`src/rtl/mips_defs.sv`:
```
// Shared MIPS encoding constants and the W-stage register/decode types.
// No logic; imported by the write-back stage and reusable by the hazard unit.
package mips_defs;

    localparam logic [5:0] OP_RTYPE = 6'h00;
    localparam logic [5:0] OP_J     = 6'h02;
    localparam logic [5:0] OP_JAL   = 6'h03;
    localparam logic [5:0] OP_BEQ   = 6'h04;
    localparam logic [5:0] OP_ADDI  = 6'h08;
    localparam logic [5:0] OP_LUI   = 6'h0F;
    localparam logic [5:0] OP_LB    = 6'h20;
    localparam logic [5:0] OP_LH    = 6'h21;
    localparam logic [5:0] OP_LW    = 6'h23;
    localparam logic [5:0] OP_LBU   = 6'h24;
    localparam logic [5:0] OP_LHU   = 6'h25;
    localparam logic [5:0] OP_SW    = 6'h2B;

    localparam logic [5:0] FN_JR    = 6'h08;
    localparam logic [5:0] FN_JALR  = 6'h09;
    localparam logic [5:0] FN_MTHI  = 6'h11;
    localparam logic [5:0] FN_MTLO  = 6'h13;
    localparam logic [5:0] FN_MULT  = 6'h18;
    localparam logic [5:0] FN_MULTU = 6'h19;
    localparam logic [5:0] FN_DIV   = 6'h1A;
    localparam logic [5:0] FN_DIVU  = 6'h1B;

    localparam logic [4:0]  REG_RA = 5'd31;
    localparam logic [31:0] NOP    = 32'h0;

    typedef struct packed {
        logic       write;
        logic [4:0] a3;
        logic       link;
    } wb_dec_t;

    typedef struct packed {
        logic [31:0] pc;
        logic [31:0] instr;
        logic [31:0] wd;
        logic        valid;
    } wreg_t;

endpackage

```
`src/rtl/wb_decode.sv`:
```
// Destination decode: instruction -> {write, A3, link}; a3 is 0 when nothing is written.
// Purely combinational, no latency, no backpressure.
module wb_decode
    import mips_defs::*;
(
    input  logic [31:0] instr,
    output wb_dec_t     dec
);

    logic [5:0] op;
    logic [5:0] funct;
    logic [4:0] rt;
    logic [4:0] rd;
    logic       unused_bits;

    assign op          = instr[31:26];
    assign funct       = instr[5:0];
    assign rt          = instr[20:16];
    assign rd          = instr[15:11];
    assign unused_bits = ^{instr[25:21], instr[10:6]};

    always_comb begin
        dec = '0;
        if (op == OP_RTYPE) begin
            case (funct)
                FN_JR, FN_MULT, FN_MULTU, FN_DIV, FN_DIVU, FN_MTHI, FN_MTLO: dec = '0;
                default: begin
                    dec.write = 1'b1;
                    dec.a3    = rd;
                    dec.link  = (funct == FN_JALR);
                end
            endcase
        end else if ((op >= OP_ADDI && op <= OP_LUI) || op == OP_LB || op == OP_LH ||
                     op == OP_LW || op == OP_LBU || op == OP_LHU) begin
            dec.write = 1'b1;
            dec.a3    = rt;
        end else if (op == OP_JAL) begin
            dec.write = 1'b1;
            dec.a3    = REG_RA;
            dec.link  = 1'b1;
        end
    end

endmodule

```
`src/rtl/writeback_stage.sv`:
```
// M->W pipeline register, GRF write-port drive and retired-instruction counter.
// Latency 1 cycle; stall holds all state, flush loads a bubble and wins over stall.
module writeback_stage
    import mips_defs::*;
(
    input  logic        clk,
    input  logic        reset,
    input  logic        stall,
    input  logic        flush,
    input  logic [31:0] PCM,
    input  logic [31:0] InstrM,
    input  logic [31:0] WDMW,
    output logic [31:0] PCW,
    output logic [31:0] InstrW,
    output logic        ValidW,
    output logic        GRFWE,
    output logic [4:0]  GRFA3,
    output logic [31:0] GRFWD,
    output logic [31:0] Retired
);

    wreg_t       w_q, w_d;
    logic [31:0] retired_q, retired_d;
    wb_dec_t     dec;

    always_comb begin
        w_d       = w_q;
        retired_d = retired_q;
        if (flush) begin
            w_d = '0;
        end else if (!stall) begin
            w_d.pc    = PCM;
            w_d.instr = InstrM;
            w_d.wd    = WDMW;
            w_d.valid = 1'b1;
            retired_d = retired_q + 32'd1;
        end
    end

    always_ff @(posedge clk or negedge reset) begin
        if (!reset) begin
            w_q       <= '0;
            retired_q <= '0;
        end else begin
            w_q       <= w_d;
            retired_q <= retired_d;
        end
    end

    wb_decode u_dec (
        .instr (w_q.instr),
        .dec   (dec)
    );

    assign PCW     = w_q.pc;
    assign InstrW  = w_q.instr;
    assign ValidW  = w_q.valid;
    assign Retired = retired_q;

    // Outputs depend only on registered state, so forwarding sees no input-to-output path.
    assign GRFWE = w_q.valid & dec.write & (dec.a3 != 5'd0);
    assign GRFA3 = (w_q.valid & dec.write) ? dec.a3 : 5'd0;
    assign GRFWD = dec.link ? (w_q.pc + 32'd8) : w_q.wd;

endmodule
```
`config.mk`:
```
export PLATFORM = sky130hd
export DESIGN_NAME = writeback_stage
export DESIGN_NICKNAME = d
export VERILOG_FILES = /design/src/rtl/mips_defs.sv /design/src/rtl/wb_decode.sv /design/src/rtl/writeback_stage.sv
export SDC_FILE = /design/constraint.sdc
export NUM_CORES = 1
export LEC_CHECK = 0
export BUFFER_PORTS_ARGS = -buffer_cell sky130_fd_sc_hd__buf_2
export CELL_PAD_IN_SITES_DETAIL_PLACEMENT = 1
export CELL_PAD_IN_SITES_GLOBAL_PLACEMENT = 2
export CORE_UTILIZATION = 29
export CTS_BUF_LIST = sky130_fd_sc_hd__clkbuf_8
export DETAILED_ROUTE_END_ITERATION = 16
export GPL_TIMING_DRIVEN = 0
export HOLD_SLACK_MARGIN = 0.08
export PLACE_DENSITY = 0.74
export SLEW_MARGIN = 20
export SYNTH_ARGS = -nofsm -noshare
export SYNTH_HDL_FRONTEND = slang
export SYNTH_SLANG_ARGS = --single-unit
export TNS_END_PERCENT = 30
```
`constraint.sdc`:
```
create_clock -name clk -period 5 [get_ports clk]
set_input_delay 1 -clock clk [delete_from_list [all_inputs] [get_ports clk]]
set_output_delay 1 -clock clk [all_outputs]
set_load 0.03 [all_outputs]
```
* After elaboration in Yosys (flattened, before gate mapping) *
Index checks and enable logic that the tools add are counted.

storage, ports and cells
  logic and storage cells = 47
  input bits = 100
  bits in registers = 129
  output and inout port bits = 135

cells by class
  $lt $le $gt $ge = 2
  bitwise gates (word level) = 4
  add/subtract/negate cells = 2
  reductions and logical operators = 10
  equal/unequal tests = 15
  multiplexer cells = 9

operator list
  kind                   number
  $mux 97                2
  $eq 6x5->1 const B     6
  $add 32x1->32 const B  1
  $add 32x4->32 const B  1
  $mux 32                1
  $eq 6x6->1 const B     5
  $mux 7                 3
  $eq 6x4->1 const B     2
  $reduce_or 7->1        1
  $eq 6x2->1 const B     1
  $ge 6x4->1 const B     1
  $le 6x4->1 const B     1
  $logic_not 6->1        1
  $mux 6                 1
  $logic_or 1x1->1       5
  $mux 5                 1
  $reduce_bool 5->1      1
  $and 1x1->1            2
  $ne 2x1->1 const B     1
  $not 1->1              2
  $reduce_and 2->1       1
  $logic_and 1x1->1      1
  $mux 1                 1

* Longest topological paths before layout *
Gate-level depths: netlist (run 1).

  depth in word-level cells = 11
  mapped depth = 7
  gate-level depth less buffers = 6

* Hierarchy *
Synthesis (run 1) repeated with hierarchy kept, for this count alone.

second synthesis, totals
  cells, all modules = 718
  area, all modules = 7,090.6 µm²

by module, submodules not included
  module           area an instance (µm²)  times used  sequential area each (µm²)  cells an instance
  writeback_stage  6,840.3                 1           3,228.1                     684
  wb_decode        250.2                   1           0.0                         34

* Least setup slack after synthesis (run 1) *
OpenSTA, ideal clock, no wires.

  path type = reg2out
  from = register w_q (netlist bit PCW[3])
  to = output port GRFWD[31]
  path slack = 1.856 ns
  path buffers = 0
  required time = 4.000 ns
  arrival time = 2.144 ns
  cell stages (with the launch flop) = 7
  path through = dfrtp_1 > ha_1 > nand3_1 > nor3_1 > nand3_1 > or4_1 > a31oi_1

between the ends
  longest elaborated chain between the ends = 2

RTL lines
  what                      RTL line               RTL
  start: declaration        writeback_stage.sv:22  wreg_t w_q, w_d;
  start signal: assignment  writeback_stage.sv:45  w_q <= w_d;
  $add 32x4->32             writeback_stage.sv:63  assign GRFWD = dec.link ? (w_q.pc + 32'd8) : w_q.wd;
  $mux 32                   writeback_stage.sv:63
  end: declaration          writeback_stage.sv:18  output logic [31:0] GRFWD,

Every way passes these cells.

* Final worst setup path (run 1) *
  from = register w_q (netlist bit PCW[4])
  to = output port GRFWD[31]

Same word-level chain as after synthesis.

==> flow_metrics.py, run 1 <==
metrics = {
    "layout": {
        "finalInstanceArea_sq_um": 8880,
        "area_growth_pct": 29.0,
        "fin_nets": 1039,
        "layout-drive-gt1-share": 0.378,
    },
    "synth": {
        "synth_nets": 787,
        "synth_cell_types": 46,
        "synth_area_sq_um": 6880,
        "netlist.area_leader.share": 0.469,
        "synthCells": 685,
        "synthTopCellsByArea": "dfrtp_1 (47%), mux2i_1 (14%), nor2_1 (7.6%), buf_4 (7.3%), xnor2_1 (3.7%)",
        "yosys_warnings": 0,
        "avgSynthCellArea_sq_um": 10.0,
        "yosys_register_bits": 129,
        "yosysTopAreaCell": "dfrtp_1",
        "yosysSeqAreaShare": 0.469,
    },
    "floorplanning": {
        "io_pins": 235,
        "core.rowCount": 56,
        "die_y_um": 156,
        "die_w_um": 156,
        "start_util": 0.294,
        "core_sq_um": 23400,
        "die_area_sq_um": 24400,
    },
    "sta": {
        "hold_viol": 0,
        "slew_violations": 0,
        "period_share": 0.823,
        "maxSlewHeadroom": 0.251,
        "finalClockSkew_ns": 0.0147,
        "period_minus_slack_ns": 4.12,
        "finalWorstSetupSlack_ns": 0.884,
        "fmax_mhz": 243,
        "rsz0062_at_grt": "no",
        "tns_ns": 0,
        "worst_hold_slack_ns": 0.451,
        "tightestPinTransition_ns": 1.11,
        "setup-violations-final": 0,
    },
    "worst_setup_path": {
        "rr_startpoint": "Retired[3]$_DFFE_PN0P_",
        "reg2reg_to": "Retired[31]$_DFFE_PN0P_",
        "crit_arrival_ns": 3.12,
        "critical_path.startpoint_type": "register",
        "cp_top_family": "simple AND/OR/NAND/NOR gates",
        "crit_required_ns": 4.00,
        "cpMaxStageDelayCell": "nor3_1",
        "r2r_slack_ns": 3.10,
        "cp_slowest_stage_delay_ns": 0.65,
        "crit_path_end_kind": "output pin",
        "reg2regPathDepth": 6,
        "cp_common_cell": "nand3_1",
        "critPathKind": "register to output pin",
        "worstPathBufferInverterCount": 1,
        "path_cells": "ha_1 > nand3_1 > nor3_1 > nand3_1 > or4_1 > a31oi_1 > buf_2",
        "worstPathMaxFanout": 5,
    },
    "clock_tree": {
        "post_cts.repair.setup_buffers": 0,
        "clk-insertion-delay-late_ns": 0.44,
        "cts_resized": 0,
        "cts_buffers": 17,
        "clock_path_buffers": 2,
        "h-tree-depth": 4,
        "holdBufCountCts": 0,
        "cts-root-buf": "clkbuf_8",
        "cts_sinks": 129,
        "clk_pin_slew_worst_paths_ns": 0.10,
        "cts_tree": "yes",
    },
    "grt": {
        "grt_antenna_before_repair": 2,
        "grt_pass1_vias": 5918,
        "grt_max_degree": 79,
        "grt_pass1_wl_mm": 33.2,
        "grt-ovfl-total": 0,
        "grt.total_usage": 0.179,
    },
    "detailed_routing": {
        "via_per_inst": 4.53,
        "wirelength_mm": 21.1,
        "drtPass1Iterations": 4,
        "post-route-drc-count": 0,
        "ant_nets": 0,
        "drt_iter0_drc": 190,
        "dr_total_vias": 5758,
        "routedWlPerCell_um": 16.6,
    },
    "placed_design": {
        "postPlaceCellArea_sq_um": 8480,
        "port_buffers": 232,
        "gp_congestion": 0.742,
        "pre_cts_ws_ns": 1.34,
        "hpwlAfterDp_mm": 15.8,
    },
    "power": {
        "p_leak_nw": 4.72,
        "power.density_nw_per_um2": 318,
        "irDropWorstVdd_mv": 0.130,
        "total_power_mw": 2.82,
    },
    "outcome": {
        "status": "finished, final reports clean",
    },
    "run": {
        "max_cap_viol_count": 0,
    },
    "worst_hold_path": {
        "hold_class": "input pin to async pin",
    },
}
[power breakdown]
part           internal, mW  leakage [nW]  switching, mW
clock network         0.419         0.197          0.517
registers              1.11          1.72         0.0737
logic                 0.250          2.81          0.451
[synthesized netlist by cell type (all sizes together)]
| cell | number |
|---|---|
| dfrtp | 129 |
| nor3 | 4 |
| nand2 | 24 |
| nor3b | 2 |
| o21ai | 2 |
| and4bb | 1 |
| o221ai | 1 |
| nor2b | 3 |
| nand4 | 14 |
| and4 | 6 |
| mux2i | 97 |
| nor4 | 3 |
| nand3 | 27 |
| a41oi | 1 |
| a22o | 3 |
| buf | 83 |
| or2 | 1 |
| o31ai | 4 |
| nor2 | 140 |
| a21oi | 24 |
| o2111ai | 2 |
| mux2 | 6 |
| a22oi | 2 |
| or3 | 3 |
| or4 | 3 |
| inv | 10 |
| xnor2 | 29 |
| o211a | 1 |
| ha | 2 |
| o21ba | 1 |
| a31oi | 4 |
| and2 | 2 |
| and3 | 11 |
| xor2 | 27 |
| clkbuf | 13 |
[per-stage QoR]
| stage | utilization | std cells |
|---|---|---|
| 2_1_floorplan | - | 685 |
| 3_3_place_gp | 0.361 | 1236 |
| 3_5_place_dp | 0.362 | 1237 |
| 4_1_cts | 0.379 | 1269 |
| 5_1_grt | 0.379 | 1269 |
| 6_report | 0.379 | 1270 |
[sequential cells by signal, indices dropped and copies added, names as in the netlist]
signal	cells
w_q	32
PCW	32
InstrW	32
Retired	32
ValidW	1
[logic make-up (layout without fill, tap and decap cells)]
family                   count (synthesis)  count (layout)  synth area share
flip-flops                             129             129             0.469
multiplexers                           103             103             0.151
adder cells (fa/ha/maj)                  2               2           0.00363
XOR/XNOR                                56              56            0.0712
AND/OR/NAND/NOR                        244             244             0.167
other                                    0               1                 0
buffers and inverters                  106             371            0.0967
AO/OA/AOI/OAI                           45              45            0.0414
[worst max-delay path by stage]
stage / from / endpoint / slack [ns] / cells after the start
after floorplan: PCW[3]$_DFFE_PN0P_ / GRFWD[31] / 1.86 / 6
after global placement: reset / Retired[16]$_DFFE_PN0P_ / 0.89 / 1
after detailed placement: PCW[3]$_DFFE_PN0P_ / GRFWD[31] / 1.34 / 7
after CTS: PCW[3]$_DFFE_PN0P_ / GRFWD[31] / 0.84 / 7
after global routing: PCW[4]$_DFFE_PN0P_ / GRFWD[31] / 0.58 / 7
final: PCW[4]$_DFFE_PN0P_ / GRFWD[31] / 0.88 / 7
[cell usage in the layout (no fill, tap or decap), drive strengths merged, types with 3 or more instances in the layout]
cell | Yosys | final
and4 | 6 | 6
nand3 | 27 | 27
inv | 10 | 21
nor4 | 3 | 3
dfrtp | 129 | 129
nor2b | 3 | 3
nand2 | 24 | 24
xnor2 | 29 | 29
buf | 83 | 316
mux2 | 6 | 6
mux2i | 97 | 97
or3 | 3 | 3
and3 | 11 | 11
xor2 | 27 | 27
clkbuf | 13 | 30
nor2 | 140 | 140
nand4 | 14 | 14
a21oi | 24 | 24
or4 | 3 | 3
a31oi | 4 | 4
nor3 | 4 | 4
o31ai | 4 | 4
a22o | 3 | 3
[routing by layer]
metal  part of all wire  vias up  global-route usage
met5            0.00062        -                   0
met4             0.0097        2              0.0481
met3              0.046       16              0.0414
met2               0.48      127               0.290
met1               0.47     2845               0.239
li1                   -     2768                   -
[cell type report]
type / instances / area (sq um)
Buffer: 96 / 628
Fill cell: 2805 / 14500
Multi-Input combinational cell: 450 / 2990
Sequential cell: 129 / 3230
Clock buffer: 17 / 234
Clock inverter: 15 / 160
Antenna cell: 1 / 2.50
Timing Repair Buffer: 233 / 1200
Tap cell: 319 / 399
Inverter: 10 / 37.5
No activity file was read; power rests on OpenSTA's default activity.
==> run 2: changes to the inputs <==
- CORE_UTILIZATION: 29 -> 28
- PLACE_DENSITY: 0.74 -> 0.75
- clock period: 5 -> 3.4 ns (I/O delays scaled with it)
==> run 2 against run 1 <==
- sequential share of layout area shrank 0.93 points
- final cell count grew 0.71%
- sequential cell count is the same
- clock skew shrank 0.0025 ns
- worst setup slack lost 0.75 ns
- via count shrank 0.17%
- register-to-register slack lost 1.7 ns
- clock-buffer cell count is the same
- utilization shrank 0.29 points
- largest power group unchanged
- highest routed layer unchanged
==> flow_metrics.py, run 2 (synthesis gave the netlist of run 1 again) <==
metrics = {
    "power": {
        "switchingPower_mw": 1.54,
        "internal_power_mw": 2.66,
        "seqPwrFrac": 0.415,
        "pwr-share-clk": 0.326,
        "swShare": 0.368,
        "power.density_nw_per_um2": 460,
        "p_comb_frac": 0.259,
        "irDropWorstVdd_mv": 0.191,
        "p_leak_nw": 4.83,
        "total_power_mw": 4.20,
    },
    "clock_tree": {
        "clock_path_buffers": 2,
        "clk-insertion-delay-late_ns": 0.45,
        "cts_buffers": 17,
        "h-tree-depth": 4,
        "cts_tree": "yes",
        "clk_pin_slew_worst_paths_ns": 0.09,
        "cts_sinks": 129,
        "cts-root-buf": "clkbuf_8",
    },
    "floorplanning": {
        "start_util": 0.284,
        "core_sq_um": 24200,
        "io_pins": 235,
        "core.rowCount": 57,
        "die_y_um": 159,
        "die_w_um": 159,
        "die_area_sq_um": 25200,
    },
    "detailed_routing": {
        "dr_total_vias": 5748,
        "drtPass1Iterations": 4,
        "post-route-drc-count": 0,
        "via_per_inst": 4.49,
        "drt_iter0_drc": 206,
        "routedWlPerCell_um": 16.8,
        "ant_nets": 0,
        "wirelength_mm": 21.4,
    },
    "placed_design": {
        "gp_congestion": 0.759,
        "hpwlAfterDp_mm": 15.9,
        "port_buffers": 232,
        "dp_cells": 1242,
    },
    "grt": {
        "grt-ovfl-total": 0,
        "grt.total_usage": 0.176,
        "grt_max_degree": 88,
        "grt_pass1_wl_mm": 34.5,
        "grt_antenna_before_repair": 1,
        "grt_pass1_vias": 6097,
    },
    "sta": {
        "finalClockSkew_ns": 0.0122,
        "fmax_mhz": 306,
        "maxSlewHeadroom": 0.383,
        "slew_violations": 0,
        "hold_viol": 0,
        "setup-violations-final": 0,
        "period_minus_slack_ns": 3.27,
        "worst_hold_slack_ns": 0.104,
        "period_share": 0.961,
        "tightestPinTransition_ns": 0.926,
    },
    "worst_setup_path": {
        "crit_required_ns": 2.72,
        "critical_path.startpoint_type": "register",
        "cpMaxStageDelayCell": "dfrtp_1",
        "r2r_slack_ns": 1.41,
        "startpoint": "InstrW[31]$_DFFE_PN0P_",
        "path_cells": "nor4_2 > nor3b_4 > a21oi_4 > buf_12 > clkbuf_16 > buf_4 > a21oi_1 > clkbuf_4",
        "cp_slowest_stage_delay_ns": 0.45,
        "crit_arrival_ns": 2.59,
        "reg2reg_to": "Retired[31]$_DFFE_PN0P_",
        "worst-path-stages": 8,
        "crit_path_end_kind": "output pin",
        "worstPathMaxFanout": 10,
        "worstPathBufferInverterCount": 4,
        "cp_top_family": "simple AND/OR/NAND/NOR gates",
        "reg2regPathDepth": 6,
        "critPathKind": "register to output pin",
        "cp-endpoint": "GRFWD[24]",
        "rr_startpoint": "Retired[3]$_DFFE_PN0P_",
    },
    "outcome": {
        "status": "finished, final reports clean",
    },
    "layout": {
        "diodes": 0,
        "layout-drive-gt1-share": 0.401,
        "postLayoutCoreUtil": 0.376,
        "final_cell_mix": "buf_2 (227), nor2_1 (139), dfrtp_1 (124)",
        "final_common_cell": "buf_2",
        "area_growth_pct": 32.6,
        "fill_cells": 2863,
        "stdcell_count": 1279,
        "seq_area_sq_um": 3230,
        "multiInputGateArea_sq_um": 3110,
        "fin_nets": 1044,
    },
    "run": {
        "max_cap_viol_count": 0,
    },
    "worst_hold_path": {
        "hold_class": "input pin to async pin",
    },
}
## run 2: final cells by class
type                            instances  share of cell area
Clock inverter                         15              0.0178
Tap cell                              324              0.0444
Inverter                               10             0.00411
Multi-Input combinational cell        450               0.341
Sequential cell                       129               0.354
Clock buffer                           17              0.0256
Timing Repair Buffer                  238               0.141
Buffer                                 96              0.0718
## run 2: power groups by stage
| stage | Clock [mW] | Combinational [mW] | Sequential [mW] |
|---|---|---|---|
| 3_5_place_dp | 0 | 1.05 | 1.77 |
| 5_1_grt | 1.49 | 1.18 | 1.76 |
| 4_1_cts | 1.43 | 1.07 | 1.74 |
| 6_report | 1.37 | 1.09 | 1.74 |
| 3_3_place_gp | 0 | 1.04 | 1.77 |
| 2_1_floorplan | 0 | 0.630 | 1.81 |
## run 2: repair_timing
action	CTS	global route
pin swaps	1	3
gates resized for setup	15	35
setup endpoints to repair	32	37
hold buffers	0	0
gates cloned	0	1
setup buffers	2	2
## run 2: worst min-delay path by stage
stage	startpoint	end	slack (ns)	cells past startpoint
after floorplan	reset	InstrW[0]$_DFFE_PN0P_	0.38	0
after global placement	Retired[31]$_DFFE_PN0P_	Retired[31]$_DFFE_PN0P_	0.45	1
after detailed placement	Retired[31]$_DFFE_PN0P_	Retired[31]$_DFFE_PN0P_	0.47	1
after CTS	reset	PCW[20]$_DFFE_PN0P_	0.09	1
after global routing	reset	PCW[20]$_DFFE_PN0P_	0.09	1
final	reset	PCW[20]$_DFFE_PN0P_	0.10	1
## run 2: metrics by stage
stage                     setup WS [ns]  area, sq um  setup TNS [ns]
after floorplan                   0.576         6880               0
after global placement           -0.389         8450          -47.14
after detailed placement         0.0398         8490               0
after CTS                       -0.0410         8980          -0.249
after global routing            -0.0125         9130         -0.0408
final                             0.132         9130               0
## run 2: routing by layer
| layer | wire [um] | vias to the layer above | share of wire | track usage |
|---|---|---|---|---|
| li1 | - | 2775 | - | - |
| met1 | 10000 | 2830 | 0.47 | 0.233 |
| met2 | 10300 | 130 | 0.48 | 0.286 |
| met3 | 992 | 11 | 0.046 | 0.0447 |
| met4 | 142 | 2 | 0.0066 | 0.0384 |
| met5 | 13 | - | 0.00061 | 0 |
## run 2: worst reg2reg max path, stage by stage, from the launching register on
cell and delay (ns):
dfrtp_1 0.47, and4_1 0.33, and3_1 0.18, clkbuf_1 0.23, nand4_1 0.25, nor3_1 0.27, xor2_1 0.19
